File: src/rtl/jk_mode_pkg.sv
// Shared mode encodings for the JK mode register, so control-unit code
// decodes iMode with exactly the same constants as the datapath.
package jk_mode_pkg;

    typedef enum logic [1:0] {
        MODE_JK   = 2'b00,
        MODE_UP   = 2'b01,
        MODE_DN   = 2'b10,
        MODE_RING = 2'b11
    } mode_e;

endpackage

File: src/rtl/jk_bit_cell.sv
// One-bit JK storage cell: updates on the falling clock edge and clears
// asynchronously while iReset is high.
module jk_bit_cell (
    input  logic iClk,
    input  logic iReset,
    input  logic iJ,
    input  logic iK,
    output logic oQ
);

    logic bit_q;

    always_ff @(negedge iClk or posedge iReset) begin
        if (iReset) begin
            bit_q <= 1'b0;
        end else begin
            case ({iJ, iK})
                2'b01:   bit_q <= 1'b0;
                2'b10:   bit_q <= 1'b1;
                2'b11:   bit_q <= ~bit_q;
                default: bit_q <= bit_q;
            endcase
        end
    end

    assign oQ = bit_q;

endmodule

File: src/rtl/jk_mode_register.sv
// Multi-mode WIDTH-bit register (JK / mod-N up / mod-N down / one-hot ring)
// built from jk_bit_cell instances. Define ONEHOT_GUARD_EN to force ring mode
// back to a single hot bit whenever the state is not exactly one-hot.
module jk_mode_register
    import jk_mode_pkg::*;
#(
    parameter int unsigned WIDTH   = 8,
    parameter int unsigned MODULUS = 2**WIDTH
) (
    input  logic             iClk,
    input  logic             iReset,
    input  logic             iEn,
    input  logic             iLoad,
    input  logic [WIDTH-1:0] iD,
    input  logic [1:0]       iMode,
    input  logic [WIDTH-1:0] iJ,
    input  logic [WIDTH-1:0] iK,
    output logic [WIDTH-1:0] oQ,
    output logic [WIDTH-1:0] oQb,
    output logic             oTc
);

    localparam logic [WIDTH-1:0] LAST  = WIDTH'(MODULUS - 1);
    localparam logic [WIDTH-1:0] ONE   = WIDTH'(1);

    logic [WIDTH-1:0] state_q;
    logic [WIDTH-1:0] next_d;
    logic [WIDTH-1:0] cellJ;
    logic [WIDTH-1:0] cellK;
    logic             term;
    logic             ringRestart;

`ifdef ONEHOT_GUARD_EN
    assign ringRestart = !$onehot(state_q);
`else
    assign ringRestart = (state_q == '0);
`endif

    // Next state is decided as a whole word; out-of-range counts recover in
    // one edge (up wraps to 0, down jumps to MODULUS-1).
    always_comb begin
        next_d = state_q;
        if (iLoad) begin
            next_d = iD;
        end else if (iEn) begin
            case (mode_e'(iMode))
                MODE_JK:   next_d = (state_q & ~iK) | (~state_q & iJ);
                MODE_UP:   next_d = (state_q >= LAST) ? '0 : state_q + ONE;
                MODE_DN:   next_d = ((state_q == '0) || (state_q > LAST)) ? LAST
                                                                          : state_q - ONE;
                MODE_RING: next_d = ringRestart ? ONE
                                                : {state_q[WIDTH-2:0], state_q[WIDTH-1]};
                default:   next_d = state_q;
            endcase
        end
    end

    always_comb begin
        term = 1'b0;
        case (mode_e'(iMode))
            MODE_UP:   term = (state_q == LAST);
            MODE_DN:   term = (state_q == '0);
            MODE_RING: term = state_q[WIDTH-1];
            default:   term = 1'b0;
        endcase
    end

    // Each cell gets set/clear requests only where its bit must change.
    assign cellJ = next_d & ~state_q;
    assign cellK = ~next_d & state_q;

    for (genvar i = 0; i < WIDTH; i++) begin : gCell
        jk_bit_cell uCell (
            .iClk   (iClk),
            .iReset (iReset),
            .iJ     (cellJ[i]),
            .iK     (cellK[i]),
            .oQ     (state_q[i])
        );
    end

    assign oQ  = state_q;
    assign oQb = ~state_q;
    assign oTc = iEn & ~iLoad & term;

endmodule

File: config.mk
export PLATFORM = sky130hd
export DESIGN_NAME = jk_mode_register
export DESIGN_NICKNAME = d
export VERILOG_FILES = /design/src/rtl/jk_mode_pkg.sv /design/src/rtl/jk_bit_cell.sv /design/src/rtl/jk_mode_register.sv
export SDC_FILE = /design/constraint.sdc
export NUM_CORES = 1
export LEC_CHECK = 0
export CORE_UTILIZATION = 49
export CTS_CLUSTER_SIZE = 14
export DETAILED_ROUTE_END_ITERATION = 10
export PLACE_DENSITY = 0.93
export SLEW_MARGIN = 20
export SYNTH_ARGS = -nofsm -noshare
export SYNTH_HDL_FRONTEND = slang
export SYNTH_SLANG_ARGS = --single-unit
File: constraint.sdc
create_clock -name iClk -period 3.9 [get_ports iClk]
set_input_delay 0.78 -clock iClk [delete_from_list [all_inputs] [get_ports iClk]]
set_output_delay 0.78 -clock iClk [all_outputs]
set_load 0.02 [all_outputs]
==> results of run 1 <==
==> through the flow <==
stage	TNS, ps	cells	worst slack [ps]	hold WS [ps]	utilization (%)
2_1_floorplan	-3550	181	-461	588	-
3_3_place_gp	-9010	280	-964	647	81.3
3_5_place_dp	-10050	280	-1080	665	81.3
==> kinds of logic after synthesis <==
family | synth area share, %
adder cells (fa/ha/maj) | 9.35
multiplexers | 7.48
AND/OR/NAND/NOR | 18.3
flip-flops | 15.0
XOR/XNOR | 1.31
buffers and inverters | 16.8
AO/OA/AOI/OAI | 31.7
==> results_dict.tcl, run 1 <==
set metrics [dict create \
    place.port_buffers 46 \
    die_h_um 54.2 \
    cts-root-buf "clkbuf_4" \
    ys_seq_area_share_pct 15.0 \
    status "stopped before the end" \
    synth_common_cells "a21oi_1, nand2_1, o21ai_0, inv_1, ha_1" \
    async_reset_ff_share_pct 100 \
    synth_top_area_share_pct 15.0 \
    yosysTopAreaCell "dfrtn_1" \
    netlist_instances 181 \
    synthMostInstantiatedCell "a21oi_1" \
    syn_nets 221 \
    dpl_cell_area_sq_um 2050 \
    die_w_um 54.2 \
    firstError "[ERROR DPL-0033] detailed placement checks failed during check placement." \
    netlist_area_sq_um 1340 \
    cts_resized 169 \
    place_congestion 1.06 \
    lastStage "4_1_cts" \
    synth.area.top_cells "dfrtn_1, ha_1, a21oi_1" \
    ys_warn_count 0 \
    io-pin-count 47 \
    cts.hold.buffers_added 0 \
    start_util_pct 53.0 \
    syn_avg_cell_area_sq_um 7.39 \
    htree_levels 1 \
    row_count 18 \
    cts_setup_buffers 26 \
    cts_buffers 3 \
    synth_edf_count 0 \
    clock_tree.buffer_depth 2 \
    cts.sinks 8 \
    synth-seq-cells 8 \
    ys.flop_type "dfrtn_1" \
    ys_types 49 \
    dpl.hpwl_mm 3.89 \
]
==> run 2: changes to the inputs <==
Settings changed: CORE_AREA set to 2 2 63 65, CORE_UTILIZATION 49 to not set, CTS_CLUSTER_SIZE 14 to not set, DIE_AREA set to 0 0 65 67, PLACE_DENSITY 0.93 to not set, PLACE_DENSITY_LB_ADDON set to 0.15.
==> results_dict.tcl, run 2 <==
set metrics [dict create \
    synth_top_family_by_area "compound AO/OA/AOI/OAI gates" \
    start_util_pct 37.1 \
    yosysTopAreaCell "dfrtn_1" \
    powerDensity_nw_per_um2 591 \
    final_cell_mix "buf_4, buf_6, clkdlybuf4s50_1" \
    relSlewSlack_pct 67.4 \
    rr_worst_depth 9 \
    max_stage_delay_ps 380 \
    clk-insertion-delay-late_ps 250 \
    drc 0 \
    finalPower_mw 1.54 \
    netlist_area_sq_um 1340 \
    fin_ws_ps -450 \
    cp-start-kind "flip-flop" \
    drt_wl_total_mm 5.61 \
    status "finished with violations" \
    die_h_um 67 \
    dpl.hpwl_mm 3.81 \
    row_count 22 \
    crit_required_ps 3120 \
    synth_top_area_share_pct 15.0 \
    timing.rr.end "gCell[7].uCell.oQ" \
    critPathBufInv 2 \
    skew_ps 2.96 \
    place.port_buffers 46 \
    grt_usage_pct 26.7 \
    synth_edf_count 0 \
    htree_levels 1 \
    final_common_cell "buf_4" \
    reg2reg_from "gCell[0].uCell.oQ" \
    drv_slew 0 \
    ys_seq_area_share_pct 15.0 \
    rsz0062_at_grt "true" \
    finalSetupViolations 10 \
    routed-via-count 1788 \
    worstPathCellList "clkinvlp_4, ha_4, nor3b_4, nand2_2, o21ai_2, and3_4, buf_6" \
    ys_warn_count 0 \
    async_reset_ff_share_pct 100 \
    critPathTopFamily "simple AND/OR/NAND/NOR gates" \
    io-pin-count 47 \
    synth_mux_area_share_pct 7.48 \
    ys.flop_type "dfrtn_1" \
    arrival_ps 3570 \
    worst_hold_path.num_cells 2 \
    grt_pass1_wl_mm 8.90 \
    place_inst 300 \
    syn_avg_cell_area_sq_um 7.39 \
    antenna_left 0 \
    cpMaxStageDelayCell "dfrtn_1" \
    hold_violations 0 \
    nets 319 \
    firstDrtPassIters 4 \
    vdd_drop_max_mv 0.370 \
    vias_per_cell 5.50 \
    yosys.area_share.simple_pct 18.3 \
    violations "negative setup slack" \
    num_antenna_cells 0 \
    yosys.area_share.adder_pct 9.35 \
    netlist_instances 181 \
    worst-path-max-fanout 3 \
    cts_buffers 3 \
    worst_pin_slew_ps 488 \
    drive_gt1_share_pct 52.7 \
    antenna_found_initial 0 \
    clock_tree.buffer_depth 2 \
    synth-seq-cells 8 \
    synth_common_cells "a21oi_1, nand2_1, o21ai_0, inv_1, ha_1" \
    ys_types 49 \
    synth_compound_area_share_pct 31.7 \
    grt_pass1_vias 1821 \
    core_area_sq_um 3610 \
    cts-root-buf "clkbuf_8" \
    area_growth_pct 95.3 \
    hold_class "reg -> reg" \
    cp-end-kind "output pin" \
    cap_violations 0 \
    synth.area.top_cells "dfrtn_1, ha_1, a21oi_1" \
    largest_reg_flops 8 \
    cts.sinks 8 \
    rrSetupSlack_ps 1280 \
    min_from "gCell[3].uCell.oQ" \
    die_w_um 65 \
    syn_nets 221 \
    path_class "reg -> out" \
    leakage_nw 1.17 \
    clkTransAtPathRegs_ps 40 \
    drt-initial-drc-count 144 \
    layout.cells.non_filler 325 \
    drt-wirelength-per-cell_um 17.2 \
    worstHoldEndpoint "gCell[3].uCell.oQ" \
    synthXorXnorAreaFrac_pct 1.31 \
    place_congestion 0.923 \
    post-place-ws_ps -1090 \
    dieArea_sq_um 4360 \
    setup_tns_ps -3130 \
    synthMostInstantiatedCell "a21oi_1" \
    grt-ovfl-total 0 \
    grt_max_degree 15 \
    cts_tree "built" \
]
==> run 2: logic make-up (layout without fill, tap and decap cells) <==
kind of cell             after synthesis  count (layout)
AO/OA/AOI/OAI                         65              65
flip-flops                             8               8
AND/OR/NAND/NOR                       49              49
multiplexers                           9               9
adder cells (fa/ha/maj)               10              10
XOR/XNOR                               2               2
buffers and inverters                 38             134
==> run 2: routing by layer <==
layer,up-vias,global-route usage [%],part of all wire (%)
li1,864,-,-
met1,853,33.8,45
met2,62,44.3,48
met3,9,3.55,5.6
met4,0,13.0,2.0
met5,-,0,0
==> run 2: per-stage QoR <==
step | utilization [%] | hold WS [ps] | cell area, sq um
after floorplan | - | 588 | 1400
after global placement | 57.9 | 684 | 2090
after detailed placement | 57.9 | 696 | 2090
after CTS | 66.8 | 637 | 2410
after global routing | 72.4 | 722 | 2610
final | 72.4 | 679 | 2610
==> run 2: final cells by class <==
type | instances | area [sq um]
well taps | 48 | 60.1
fillers | 276 | 993
inverters | 15 | 72.6
clock buffers | 3 | 41.3
repair buffers | 116 | 1050
multi-input cells | 135 | 1180
flip-flops and latches | 8 | 200
==> run 2: worst register-to-register path: stages (launching register included) <==
cell       delay (ps)
dfrtn_1           380
buf_4             150
buf_6             140
nor2_1            390
a41oi_2           190
a21oi_2           200
a2111oi_4          50
a2111o_1          390
ha_4              290
mux2_4            280
==> run 2: where the power goes <==
| part | switching [mW] | internal (mW) |
|---|---|---|
| Clock | 0.0405 | 0.0676 |
| Combinational | 0.609 | 0.661 |
| Sequential | 0.0433 | 0.123 |
| Total | 0.692 | 0.852 |
==> run 2: worst max-delay path by stage <==
stage	start	endpoint	slack, ps	depth (start not counted)
2_1_floorplan	gCell[0].uCell.oQ	oTc	-460	8
3_3_place_gp	iMode[1]	gCell[7].uCell.oQ	-1040	6
3_5_place_dp	iMode[1]	gCell[7].uCell.oQ	-1090	6
4_1_cts	gCell[0].uCell.oQ	oTc	-460	7
5_1_grt	gCell[0].uCell.oQ	oTc	-540	7
6_report	gCell[0].uCell.oQ	oTc	-450	7
==> run 2: repair_timing <==
action,4_1_cts,5_1_grt
buffers inserted,15,10
pin swaps,36,26
hold buffers,0,0
endpoints found under the setup margin,25,21
hold endpoints to repair,0,0
resized for setup,138,54
Note: power is estimated with default switching activity, not from simulation.
==> run 3: changes to the inputs <==
Settings changed: PLACE_DENSITY set to 0.75, PLACE_DENSITY_LB_ADDON 0.15 to not set.
==> results_dict.tcl, run 3 (synthesized netlist as in run 2, its figures left out) <==
set metrics [dict create \
    cts-root-buf "clkbuf_8" \
    drt-initial-drc-count 110 \
    drt_wl_total_mm 5.67 \
    die_w_um 65 \
    path_class "reg -> out" \
    grt-ovfl-total 0 \
    cts_tree "built" \
    cp-start-kind "flip-flop" \
    clk-insertion-delay-late_ps 260 \
    holdWs_ps 618 \
    place.port_buffers 46 \
    row_count 22 \
    fin_ws_ps -517 \
    setup_tns_ps -2650 \
    fin_util_pct 71.8 \
    nFillCells 295 \
    drt-wirelength-per-cell_um 17.2 \
    vdd_drop_max_mv 0.337 \
    vias_per_cell 5.63 \
    finalSetupViolations 12 \
    skew_ps 4.41 \
    drive_gt1_share_pct 55.0 \
    htree_levels 1 \
    worst_pin_slew_ps 525 \
    core_area_sq_um 3610 \
    rsz0062_at_grt "true" \
    final_cell_mix "buf_4, buf_6, clkdlybuf4s50_1" \
    post-place-ws_ps -1170 \
    antenna_found_initial 1 \
    cts_buffers 3 \
    finalPower_mw 1.51 \
    final_common_cell "buf_4" \
    cts.sinks 8 \
    dpl.hpwl_mm 3.65 \
    violations "negative setup slack" \
    grt_max_degree 11 \
    dieArea_sq_um 4360 \
    cp-end-kind "output pin" \
    routed-via-count 1851 \
    arrival_ps 3640 \
    status "finished with violations" \
    antenna_left 0 \
    die_h_um 67 \
    clock_tree.buffer_depth 2 \
    worst-path-max-fanout 4 \
    hold_violations 0 \
    cap_violations 0 \
    drc 0 \
    start_util_pct 37.1 \
    nets 322 \
    firstDrtPassIters 4 \
    crit_required_ps 3120 \
    area_growth_pct 93.5 \
    leakage_nw 1.16 \
    powerDensity_nw_per_um2 585 \
    grt_pass1_wl_mm 8.69 \
    hold_class "reg -> reg" \
    io-pin-count 47 \
    grt_pass1_vias 1719 \
    drv_slew 0 \
    relSlewSlack_pct 64.9 \
    grt_usage_pct 26.7 \
    clkTransAtPathRegs_ps 40 \
    place_congestion 0.901 \
    largest_reg_flops 8 \
    cts.hold.buffers_added 0 \
]
## run 3: changes by cell type in the layout (fill, tap and decap cells not counted), sizes merged
cell	previous run	this run
buf	84	93
clkbuf	5	3
clkdlybuf4s15	9	4
diode	0	1
dlygate4sd2	3	7
dlymetal6s2s	3	0
## run 3: per-layer routing
metal | global-route usage, % | share of wire, % | vias to the layer above
met5 | 0 | 0 | -
met2 | 44.7 | 49 | 76
met4 | 8.78 | 1.2 | 0
li1 | - | - | 875
met3 | 3.89 | 6.6 | 8
met1 | 34.9 | 43 | 892
## run 3: worst max-delay path: stages (launching register included)
cell and delay [ps]:
dfrtn_1 490, clkinvlp_4 140, ha_4 180, nor3b_4 150
nand2_1 90, o21ai_1 70, and3_4 170, buf_6 120
## run 3: metrics by stage
stage	cell area (sq um)	std cells
2_1_floorplan	1400	181
3_3_place_gp	2120	304
3_5_place_dp	2120	304
4_1_cts	2480	322
5_1_grt	2590	329
6_report	2590	329
## run 3: repair_timing
item / in CTS / in global routing
gates resized for setup: 170 / 22
pin swaps: 26 / 21
gates cloned: 2 / 0
endpoints found under the setup margin: 25 / 19
setup buffers: 15 / 8
## run 3: final cells by class
| class | instances | area, sq um | share of cell area, % |
|---|---|---|---|
| antenna | 1 | 2.50 | 0.0967 |
| clock buffer | 3 | 41.3 | 1.60 |
| inverter | 15 | 67.6 | 2.61 |
| multi-input combinational | 135 | 1150 | 44.3 |
| sequential | 8 | 200 | 7.74 |
| tap | 48 | 60.1 | 2.32 |
| timing repair buffer | 119 | 1070 | 41.3 |
## run 3: power breakdown
group | internal (mW) | switching [mW]
combinational | 0.642 | 0.587
sequential | 0.123 | 0.0519
clock | 0.0678 | 0.0419
total | 0.833 | 0.681
## run 3: worst paths after layout
check / startpoint / end / slack (ps) / cells after the start
max reg2reg: gCell[0].uCell.oQ / gCell[7].uCell.oQ / 1280 / 9
min: gCell[6].uCell.oQ / gCell[6].uCell.oQ / 620 / 2
min in group asynchronous: iReset / gCell[7].uCell.oQ / 2660 / 2
max in group asynchronous: iReset / gCell[3].uCell.oQ / 910 / 2
max: gCell[0].uCell.oQ / oTc / -520 / 7
min reg2reg: gCell[6].uCell.oQ / gCell[6].uCell.oQ / 620 / 2
==> run 4: changes to the inputs <==
Settings changed: CAP_MARGIN set to 20, SLEW_MARGIN 20 to not set.
Clock period 3.9 ns to 5.5 ns, I/O delays scaled along.
==> results_dict.tcl, run 4 (synthesized netlist as in run 2, its figures left out) <==
set metrics [dict create \
    worst_hold_path.num_cells 2 \
    fin_area_sq_um 2470 \
    multi_input_area_sq_um 1060 \
    cts-root-buf "clkbuf_8" \
    cts_tree "built" \
    worst-path-max-fanout 3 \
    area_growth_pct 84.8 \
    rr_worst_depth 34 \
    grt_pass1_wl_mm 9.14 \
    num_antenna_cells 0 \
    leakage_nw 1.12 \
    dpl_cell_area_sq_um 2010 \
    dpl.hpwl_mm 3.46 \
    cp-start-kind "flip-flop" \
    hold_class "reg -> reg" \
    antenna_found_initial 0 \
    holdWs_ps 670 \
    cp-end-kind "output pin" \
    max_stage_delay_ps 460 \
    final_cell_mix "buf_4, clkdlybuf4s50_1, a21oi_1" \
    place.port_buffers 46 \
    firstDrtPassIters 5 \
    met3_usage_pct 7.60 \
    drt-initial-drc-count 166 \
    critPathMostFrequentCell "buf_6" \
    nFillCells 291 \
    cap_violations 0 \
    cts_buffers 3 \
    hold_violations 0 \
    skew_ps 0.885 \
    rrSetupSlack_ps -50 \
    crit_required_ps 4400 \
    fin_util_pct 68.5 \
    rsz0062_at_grt "true" \
    drc 0 \
    reg2reg_from "gCell[2].uCell.oQ" \
    setup_tns_ps -231 \
    largest_reg_flops 8 \
    die_h_um 67 \
    cts.hold.buffers_added 0 \
    gr-max-usage-layer "met2" \
    arrival_ps 4580 \
    drive_gt1_share_pct 42.7 \
    cpMaxStageDelayCell "nor4_2" \
    drv_slew 0 \
    place_congestion 0.932 \
    finalSetupViolations 2 \
    core_area_sq_um 3610 \
    post-place-ws_ps -671 \
    violations "negative setup slack" \
    timing.rr.end "gCell[2].uCell.oQ" \
    vdd_drop_max_mv 0.238 \
    fin_ws_ps -183 \
    dieArea_sq_um 4360 \
    path_class "reg -> out" \
    vias_per_cell 5.88 \
    clock_tree.buffer_depth 2 \
    grt-ovfl-total 0 \
    grt_usage_pct 27.8 \
    nets 323 \
    grt_pass1_vias 1889 \
    antenna_left 0 \
    grtUsageMet2_pct 44.5 \
    grt_max_degree 18 \
    cts.sinks 8 \
    min_from "gCell[1].uCell.oQ" \
    routed-via-count 1934 \
    seq_area_sq_um 200 \
    clkTransAtPathRegs_ps 40 \
    io-pin-count 47 \
    worstPathCellList "nor4_2, nand2_2, buf_6, o21ai_2, and3_4, buf_6" \
    row_count 22 \
    drt_wl_total_mm 6.01 \
    worstHoldEndpoint "gCell[1].uCell.oQ" \
    htree_levels 1 \
    drt-wirelength-per-cell_um 18.3 \
    final_common_cell "buf_4" \
    status "finished with violations" \
    powerDensity_nw_per_um2 434 \
    clk-insertion-delay-late_ps 260 \
    use_met1_pct 33.5 \
    start_util_pct 37.1 \
    die_w_um 65 \
    worst_pin_slew_ps 427 \
    relSlewSlack_pct 71.3 \
]
## run 4: cell count changes in the layout (fill, tap and decap cells not counted), moves of 3 or more
cell	previous run	this run
buf_6	19	6
clkdlybuf4s15_2	3	0
dlygate4sd2_1	7	4
buf_12	3	0
clkdlybuf4s50_1	15	31
a21oi_2	8	5
buf_8	5	0
a311oi_2	3	0
buf_2	12	1
dlymetal6s2s_1	0	8
buf_4	54	69
a21oi_1	10	13
## run 4: worst max path at each step
stage	startpoint	depth (start not counted)	endpoint
final	gCell[2].uCell.oQ	6	oTc
after global placement	iMode[0]	6	gCell[7].uCell.oQ
after floorplan	gCell[0].uCell.oQ	8	oTc
after detailed placement	iMode[0]	6	gCell[7].uCell.oQ
after CTS	gCell[0].uCell.oQ	7	oTc
after global routing	gCell[0].uCell.oQ	8	oTc
## run 4: power breakdown
group | leakage (nW) | internal, mW | total, mW | switching (mW)
Combinational | 1.00 | 0.456 | 0.872 | 0.416
Clock | 0.0216 | 0.0481 | 0.0787 | 0.0306
Sequential | 0.102 | 0.0874 | 0.122 | 0.0346
Total | 1.12 | 0.592 | 1.07 | 0.481
## run 4: through the flow
step                      power (mW)  instances
after floorplan                0.541        181
after global placement         0.771        292
after detailed placement       0.778        292
after CTS                      0.969        324
after global routing            1.14        329
final                           1.07        329
## run 4: routing by layer
layer / vias to the layer above / wire length (um)
li1: 869 / -
met1: 890 / 2300
met2: 140 / 2820
met3: 35 / 586
met4: 0 / 306
met5: - / 0
## run 4: final cells by class
class | instances | area share [%]
clock buffers | 3 | 1.67
well taps | 48 | 2.43
multi-input cells | 135 | 42.9
flip-flops and latches | 8 | 8.10
repair buffers | 120 | 42.2
inverters | 15 | 2.63
## run 4: critical path: cells and delay by family, from the launching register on
kind | cells | cell delay, ps
buf+inv | 2 | 250
compound gates | 1 | 150
flops | 1 | 370
simple gates | 3 | 780
## run 4: repair_timing
item	in CTS	in global routing
setup endpoints to repair	9	13
pin swaps	13	17
buffers inserted	29	6
cloned	1	0
resized for setup	40	31
